<file path="config.mk">
export PLATFORM = sky130hd
export DESIGN_NAME = race_starter
export DESIGN_NICKNAME = d
export VERILOG_FILES = /design/src/rtl/race_starter_pkg.sv /design/src/rtl/race_elapsed_cnt.sv /design/src/rtl/race_starter.sv
export SDC_FILE = /design/constraint.sdc
export NUM_CORES = 1
export LEC_CHECK = 0
export CAP_MARGIN = 20
export CORE_ASPECT_RATIO = 0.5
export CORE_MARGIN = 2
export CORE_UTILIZATION = 38
export DETAILED_ROUTE_END_ITERATION = 6
export PLACE_DENSITY_LB_ADDON = 0.12
export SYNTH_ARGS = -nofsm -noshare
export SYNTH_HDL_FRONTEND = slang
export SYNTH_SLANG_ARGS = --single-unit
export TNS_END_PERCENT = 30
</file>
<file path="constraint.sdc">
create_clock -name clk -period 5.95 [get_ports clk]
set_clock_uncertainty 0.1 [all_clocks]
set_input_delay 1.19 -clock clk [delete_from_list [all_inputs] [get_ports clk]]
set_output_delay 1.19 -clock clk [all_outputs]
set_load 0.05 [all_outputs]
</file>
<file path="src/rtl/race_starter_pkg.sv">
// rtl/race_starter_pkg.sv - shared state codes for the race starter and its observer bench
package race_starter_pkg;

  typedef enum logic [1:0] {
    ST_IDLE    = 2'd0,
    ST_RUN     = 2'd1,
    ST_RELEASE = 2'd2
  } race_state_e;

endpackage

</file>
<file path="src/rtl/race_elapsed_cnt.sv">
// rtl/race_elapsed_cnt.sv - elapsed-cycle counter with clear/enable and terminal compare
module race_elapsed_cnt #(
  parameter int CNT_W = 16
) (
  input  logic             clk,
  input  logic             rst,
  input  logic             clr,
  input  logic             en,
  input  logic [CNT_W-1:0] term_val,
  output logic [CNT_W-1:0] cnt,
  output logic             at_term
);

  logic [CNT_W-1:0] cnt_q, cnt_d;

  always_comb begin
    cnt_d = cnt_q;
    if (clr) begin
      cnt_d = '0;
    end else if (en) begin
      cnt_d = cnt_q + CNT_W'(1);
    end
  end

  always_ff @(posedge clk or posedge rst) begin
    if (rst) begin
      cnt_q <= '0;
    end else begin
      cnt_q <= cnt_d;
    end
  end

  assign cnt     = cnt_q;
  assign at_term = (cnt_q == term_val);

endmodule

</file>
<file path="src/rtl/race_starter.sv">
// rtl/race_starter.sv - raises start on go, times the observer's done, closes the 4-phase handshake
module race_starter
  import race_starter_pkg::*;
#(
  parameter int CNT_W   = 16,
  parameter int TIMEOUT = 1000,
  parameter int REL_MAX = 8,
  parameter int RACE_W  = 8
) (
  input  logic              clk,
  input  logic              rst,
  input  logic              go,
  output logic              start,
  input  logic              done,
  output logic              busy,
  output logic              result_valid,
  output logic [CNT_W-1:0]  result_cycles,
  output logic              timed_out,
  output logic              proto_err,
  output logic [RACE_W-1:0] race_count
);

  localparam logic [CNT_W-1:0] RUN_TERM = CNT_W'(TIMEOUT - 1);
  localparam logic [CNT_W-1:0] REL_TERM = CNT_W'(REL_MAX - 1);
  localparam logic [CNT_W-1:0] TO_CYCLES = CNT_W'(TIMEOUT);

  race_state_e       state_q, state_d;
  logic              start_q, start_d;
  logic              result_valid_q, result_valid_d;
  logic [CNT_W-1:0]  result_cycles_q, result_cycles_d;
  logic              timed_out_q, timed_out_d;
  logic              proto_err_q, proto_err_d;
  logic [RACE_W-1:0] race_count_q, race_count_d;

  logic              cnt_clr, cnt_en, cnt_at_term;
  logic [CNT_W-1:0]  cnt, cnt_term;

  // One counter serves both the RUN timeout and the RELEASE window.
  race_elapsed_cnt #(.CNT_W(CNT_W)) u_cnt (
    .clk      (clk),
    .rst      (rst),
    .clr      (cnt_clr),
    .en       (cnt_en),
    .term_val (cnt_term),
    .cnt      (cnt),
    .at_term  (cnt_at_term)
  );

  always_comb begin
    state_d         = state_q;
    start_d         = start_q;
    result_valid_d  = 1'b0;
    result_cycles_d = result_cycles_q;
    timed_out_d     = timed_out_q;
    proto_err_d     = proto_err_q;
    race_count_d    = race_count_q;
    cnt_clr         = 1'b0;
    cnt_en          = 1'b0;
    cnt_term        = RUN_TERM;
    case (state_q)
      ST_IDLE: begin
        if (go) begin
          start_d     = 1'b1;
          cnt_clr     = 1'b1;
          timed_out_d = 1'b0;
          state_d     = ST_RUN;
        end
      end
      ST_RUN: begin
        start_d = 1'b1;
        // done wins over a timeout landing on the same cycle.
        if (done) begin
          result_cycles_d = cnt;
          start_d         = 1'b0;
          cnt_clr         = 1'b1;
          state_d         = ST_RELEASE;
        end else if (cnt_at_term) begin
          result_cycles_d = TO_CYCLES;
          timed_out_d     = 1'b1;
          start_d         = 1'b0;
          cnt_clr         = 1'b1;
          state_d         = ST_RELEASE;
        end else begin
          cnt_en = 1'b1;
        end
      end
      ST_RELEASE: begin
        start_d  = 1'b0;
        cnt_term = REL_TERM;
        if (!done) begin
          result_valid_d = 1'b1;
          race_count_d   = race_count_q + RACE_W'(1);
          cnt_clr        = 1'b1;
          state_d        = ST_IDLE;
        end else if (cnt_at_term) begin
          proto_err_d    = 1'b1;
          result_valid_d = 1'b1;
          race_count_d   = race_count_q + RACE_W'(1);
          cnt_clr        = 1'b1;
          state_d        = ST_IDLE;
        end else begin
          cnt_en = 1'b1;
        end
      end
      default: begin
        state_d = ST_IDLE;
        start_d = 1'b0;
      end
    endcase
  end

  always_ff @(posedge clk or posedge rst) begin
    if (rst) begin
      state_q         <= ST_IDLE;
      start_q         <= 1'b0;
      result_valid_q  <= 1'b0;
      result_cycles_q <= '0;
      timed_out_q     <= 1'b0;
      proto_err_q     <= 1'b0;
      race_count_q    <= '0;
    end else begin
      state_q         <= state_d;
      start_q         <= start_d;
      result_valid_q  <= result_valid_d;
      result_cycles_q <= result_cycles_d;
      timed_out_q     <= timed_out_d;
      proto_err_q     <= proto_err_d;
      race_count_q    <= race_count_d;
    end
  end

  assign start         = start_q;
  assign busy          = (state_q != ST_IDLE);
  assign result_valid  = result_valid_q;
  assign result_cycles = result_cycles_q;
  assign timed_out     = timed_out_q;
  assign proto_err     = proto_err_q;
  assign race_count    = race_count_q;

endmodule

</file>
Word-level counts from Yosys, hierarchy flattened
Index checks and enable logic that the tools add are counted.
{"block": "totals", "ff_bits": 46, "in_bits": 4, "output_inout_bits": 29, "elab_cells": 58}
{"block": "classes", "addsub": 2, "n_eq_ne": 9, "muxes": 29, "reduce_logical": 10}
{"operator": "$mux 16", "count": 4}
{"operator": "$add 16x1->16 const B", "count": 1}
{"operator": "$eq 16x10->1", "count": 1}
{"operator": "$mux 8", "count": 2}
{"operator": "$mux 1", "count": 12}
{"operator": "$mux 10", "count": 1}
{"operator": "$mux 2", "count": 5}
{"operator": "$add 8x1->8 const B", "count": 1}
{"operator": "$reduce_bool 2->1", "count": 4}
{"operator": "$ne 2x2->1 const B", "count": 3}
{"operator": "$ne 3x3->1 const B", "count": 2}
{"operator": "$pmux 1 s2", "count": 3}
{"operator": "$pmux 2 s3", "count": 1}
{"operator": "$reduce_and 3->1", "count": 2}
{"operator": "$reduce_and 2->1", "count": 2}
{"operator": "$reduce_and 4->1", "count": 1}
{"operator": "$pmux 1 s3", "count": 1}
{"operator": "$eq 2x1->1 const B", "count": 1}
{"operator": "$eq 2x2->1 const B", "count": 1}
{"operator": "$logic_not 2->1", "count": 1}
{"operator": "$ne 2x1->1 const B", "count": 1}

Longest topological paths before layout
{"block": "logic_depth", "depth_word": 8, "depth_mapped": 9, "ltp_nobuf": 7}

By module
From an unflattened synthesis, not the netlist that was laid out.
{"block": "unflattened", "hier_cells": 212, "area_unflattened_um2": 2386.0}
{"mod": "race_starter", "n_inst": 1, "cells_each": 111, "area_per_inst_um2": 1382.6, "seq_area_each_um2": 750.7}
{"mod": "race_elapsed_cnt", "n_inst": 1, "cells_each": 101, "area_per_inst_um2": 1003.5, "seq_area_each_um2": 400.4}

Worst setup path before layout
Ideal clock, no wire load.
{"block": "synth_path", "kind": "input to register", "start": "input port done", "end": "register u_cnt.cnt_q[15], in the netlist u_cnt.cnt[15]", "setup_ns": 0.119, "arrival_time_ns": 2.242, "required_ns": 5.731, "path_slack_ns": 3.490, "cell_stages": 6, "path_buffers": 1, "cell_sequence": "mux2i_1 > or3_1 > buf_2 > nor4_4 > xnor2_1 > nor2_1"}
{"block": "synth_via", "elab_chain_cells": 3, "word_cells_on_any_way": 8, "cone_classes": "mux: 7; reduce/logical: 1"}
{"element": "start: declaration", "line": "race_starter.sv:14", "rtl": "input logic done,"}
{"element": "$mux 1 (on tied branches)", "line": "race_starter.sv:90, race_starter.sv:72"}
{"element": "$pmux 1 s3 or $pmux 1 s2 (tied branches)", "line": "race_starter.sv:60", "rtl": "case (state_q)"}
{"element": "$mux 16 or $reduce_bool 2->1 (tied branches)"}
{"element": "end signal: assignment", "line": "race_elapsed_cnt.sv:29", "rtl": "cnt_q <= cnt_d;"}
{"element": "end: declaration", "line": "race_elapsed_cnt.sv:14", "rtl": "logic [CNT_W-1:0] cnt_q, cnt_d;"}
Parallel ways exist; a longest one is shown, timed or not.
A chain may end at the register's enable or synchronous reset.

Worst setup path after layout
{"block": "layout_path", "start": "register state_q[0]", "end": "output port busy"}
{"block": "layout_via", "elab_chain_cells": 1}
{"element": "start: declaration", "line": "race_starter.sv:27", "rtl": "race_state_e state_q, state_d;"}
{"element": "start signal: assignment", "line": "race_starter.sv:122", "rtl": "state_q <= state_d;"}
{"element": "$reduce_bool 2->1", "line": "race_starter.sv:133", "rtl": "assign busy = (state_q != ST_IDLE);"}
{"element": "end: declaration", "line": "race_starter.sv:15", "rtl": "output logic busy,"}
No other way between the ends.

==> impl_metrics.toml <==
[clock_network]
cts-htree-levels = 2
cts_inserted_buffers = 5
ctsLongestPathBuffers = 2
hold_buffers = 0
cts.repair.resized = 0
postCtsSetupBuffers = 0
cts.clk_slew.worst_paths_ps = 60
cts_num_sinks = 46
clock_latency_ps = 280
cts_tree = "done"
clockRootBuffer = "clkbuf_16"

[floorplanning]
ioPinCount = 33
rows = 19
dieArea_um2 = 6730
die_y_um = 59.0
die_w_um = 114
core_area_um2 = 5660
initial_core_util = 0.406

[yosys]
synth_edf_count = 0
yosysWarnings = 0
synth_nets = 215
synth_cell_types = 45
yosysTopAreaCellShare = 0.501
synth_area_leader_cell = "dfrtp_1"
ys_seq_elements = 46
avgSynthCellArea_um2 = 11.2
netlist_instances = 205
seq_area_frac_synth = 0.501
async_flop_share = 1.00
synth.area.top_cells = "dfrtp_1, xnor2_1, a22o_1"
synthFlopType = "dfrtp_1"
synth_area_um2 = 2300

[drt]
dr.pass1.iters = 4
drc = 0
drt-initial-drc-count = 68
wl_per_cell_um = 15.4
routed_wl_um = 4750
vias_per_cell = 5.32
via_count = 1638
postRouteAntennaNets = 0

[finish]
final_util = 0.495
stdcell_count = 308
layout_common_cells = "dfrtp_1, clkdlybuf4s50_1, nor2_1"
antenna_cells = 0
final_common_cell = "dfrtp_1"
syn_to_final_growth_pct = 21.7
fillers = 521
drive_gt1_frac = 0.102
finalNetCount = 246

[timing]
worstMarginPinSlew_ps = 580
hold_viol = 0
rsz0062_at_grt = "no"
min_period_over_period = 0.541
fin_ws_ps = 2730
finalSetupTns_ps = 0
finalSetupViolCount = 0
drv_slew = 0
max_freq_mhz = 311
slew_headroom = 0.613
period_minus_slack_ps = 3220

[power]
power_density_nw_per_um2 = 435
ir_drop_mv = 0.189
p_leak_nw = 1.16

[place]
port_buffers = 32
dp_hpwl_um = 3350
dpl_worst_slack_ps = 2530
dp.cells = 302
routabilityCongestion = 0.775

[grt]
overflow = 0
grt_max_degree = 47
grt_antenna_before_repair = 0
grt_pass1_wl_um = 8050
grt_usage = 0.155
grt_pass1_vias = 1637

[worst_setup_path]
critPathMaxFanout = 5
crit_type = "reg -> out"
crit_arrival_ps = 1930
crit_required_ps = 4660
startpoint_type = "flip-flop"
endpoint_kind = "output pin"

[run_status]
status = "completed"

[hold_path]
hp-class = "reg -> reg"

[job]
max-cap-violations = 0
[cell usage after synthesis, types with 2 or more instances]
| cell type | instances |
|---|---|
| nand3_1 | 6 |
| or3_1 | 4 |
| buf_4 | 4 |
| nor3_2 | 2 |
| mux2_2 | 2 |
| nand4_1 | 5 |
| mux2i_1 | 2 |
| a22o_1 | 10 |
| and2_1 | 2 |
| o22a_1 | 5 |
| o21ai_0 | 7 |
| nand2_1 | 13 |
| dfrtp_1 | 46 |
| inv_1 | 10 |
| xor2_1 | 6 |
| clkbuf_1 | 2 |
| buf_2 | 2 |
| nor4b_4 | 2 |
| nor3_1 | 6 |
| a21oi_1 | 8 |
| nor2_1 | 18 |
| xnor2_1 | 13 |
| nor4_4 | 3 |
| ha_1 | 6 |
[per-layer routing]
layer | global-route usage | up-vias | wire, um
li1 | - | 790 | -
met1 | 0.233 | 821 | 2550
met2 | 0.222 | 23 | 2010
met3 | 0.0429 | 4 | 157
met4 | 0.0383 | 0 | 31
met5 | 0 | - | 0
[logic make-up after synthesis]
group | count (synthesis) | share of synthesized area
AO/OA/AOI/OAI | 41 | 0.134
XOR/XNOR | 19 | 0.0724
adder cells (fa/ha/maj) | 6 | 0.0326
buffers and inverters | 19 | 0.0419
flip-flops | 46 | 0.501
multiplexers | 4 | 0.0185
AND/OR/NAND/NOR | 70 | 0.200
[final cells by class]
cell class / count / area [um^2] / area share
sequential: 46 / 1150 / 0.411
multi-input combinational: 140 / 1050 / 0.376
timing repair buffer: 33 / 328 / 0.117
clock buffer: 6 / 139 / 0.0496
tap: 73 / 91.3 / 0.0326
inverter: 10 / 37.5 / 0.0134
[registers in the layout (all words and copies together) (netlist names)]
register,flops
state_q,2
race_count,8
proto_err,1
result_cycles,16
start,1
timed_out,1
result_valid,1
u_cnt.cnt,16
[critical path, cell delays in order (launching register included)]
cell and delay (ps):
dfrtp_1 380, inv_1 80, ha_1 260, inv_1 110
clkdlybuf4s50_1 810
[final timing paths]
kind / start / slack, ps / to / cells past startpoint
max: state_q[0]$_DFFE_PP0P_ / 2730 / busy / 4
min: race_count[7]$_DFFE_PP0P_ / 370 / race_count[7]$_DFFE_PP0P_ / 1
max reg2reg: state_q[0]$_DFFE_PP0P_ / 3500 / u_cnt.cnt[15]$_DFFE_PP0P_ / 7
min reg2reg: race_count[7]$_DFFE_PP0P_ / 370 / race_count[7]$_DFFE_PP0P_ / 1
max in group asynchronous: rst / 4100 / result_cycles[9]$_DFFE_PP0P_ / 3
min in group asynchronous: rst / 1270 / result_valid$_DFF_PP0_ / 3
[through the flow]
| stage | power [mW] | area (um^2) | hold WS (ps) |
|---|---|---|---|
| 2_1_floorplan | 0.800 | 2300 | 417 |
| 3_5_place_dp | 0.955 | 2660 | 371 |
| 3_3_place_gp | 0.947 | 2660 | 357 |
| 6_report | 1.22 | 2800 | 372 |
| 4_1_cts | 1.23 | 2800 | 383 |
| 5_1_grt | 1.29 | 2800 | 406 |
[power breakdown]
part	total, mW	internal, mW	switching (mW)	leakage, nW
Combinational	0.527	0.177	0.349	0.486
Clock	0.269	0.162	0.106	0.0688
Sequential	0.421	0.372	0.0495	0.601
Total	1.22	0.711	0.505	1.16
(Power assumes the default switching activity.)
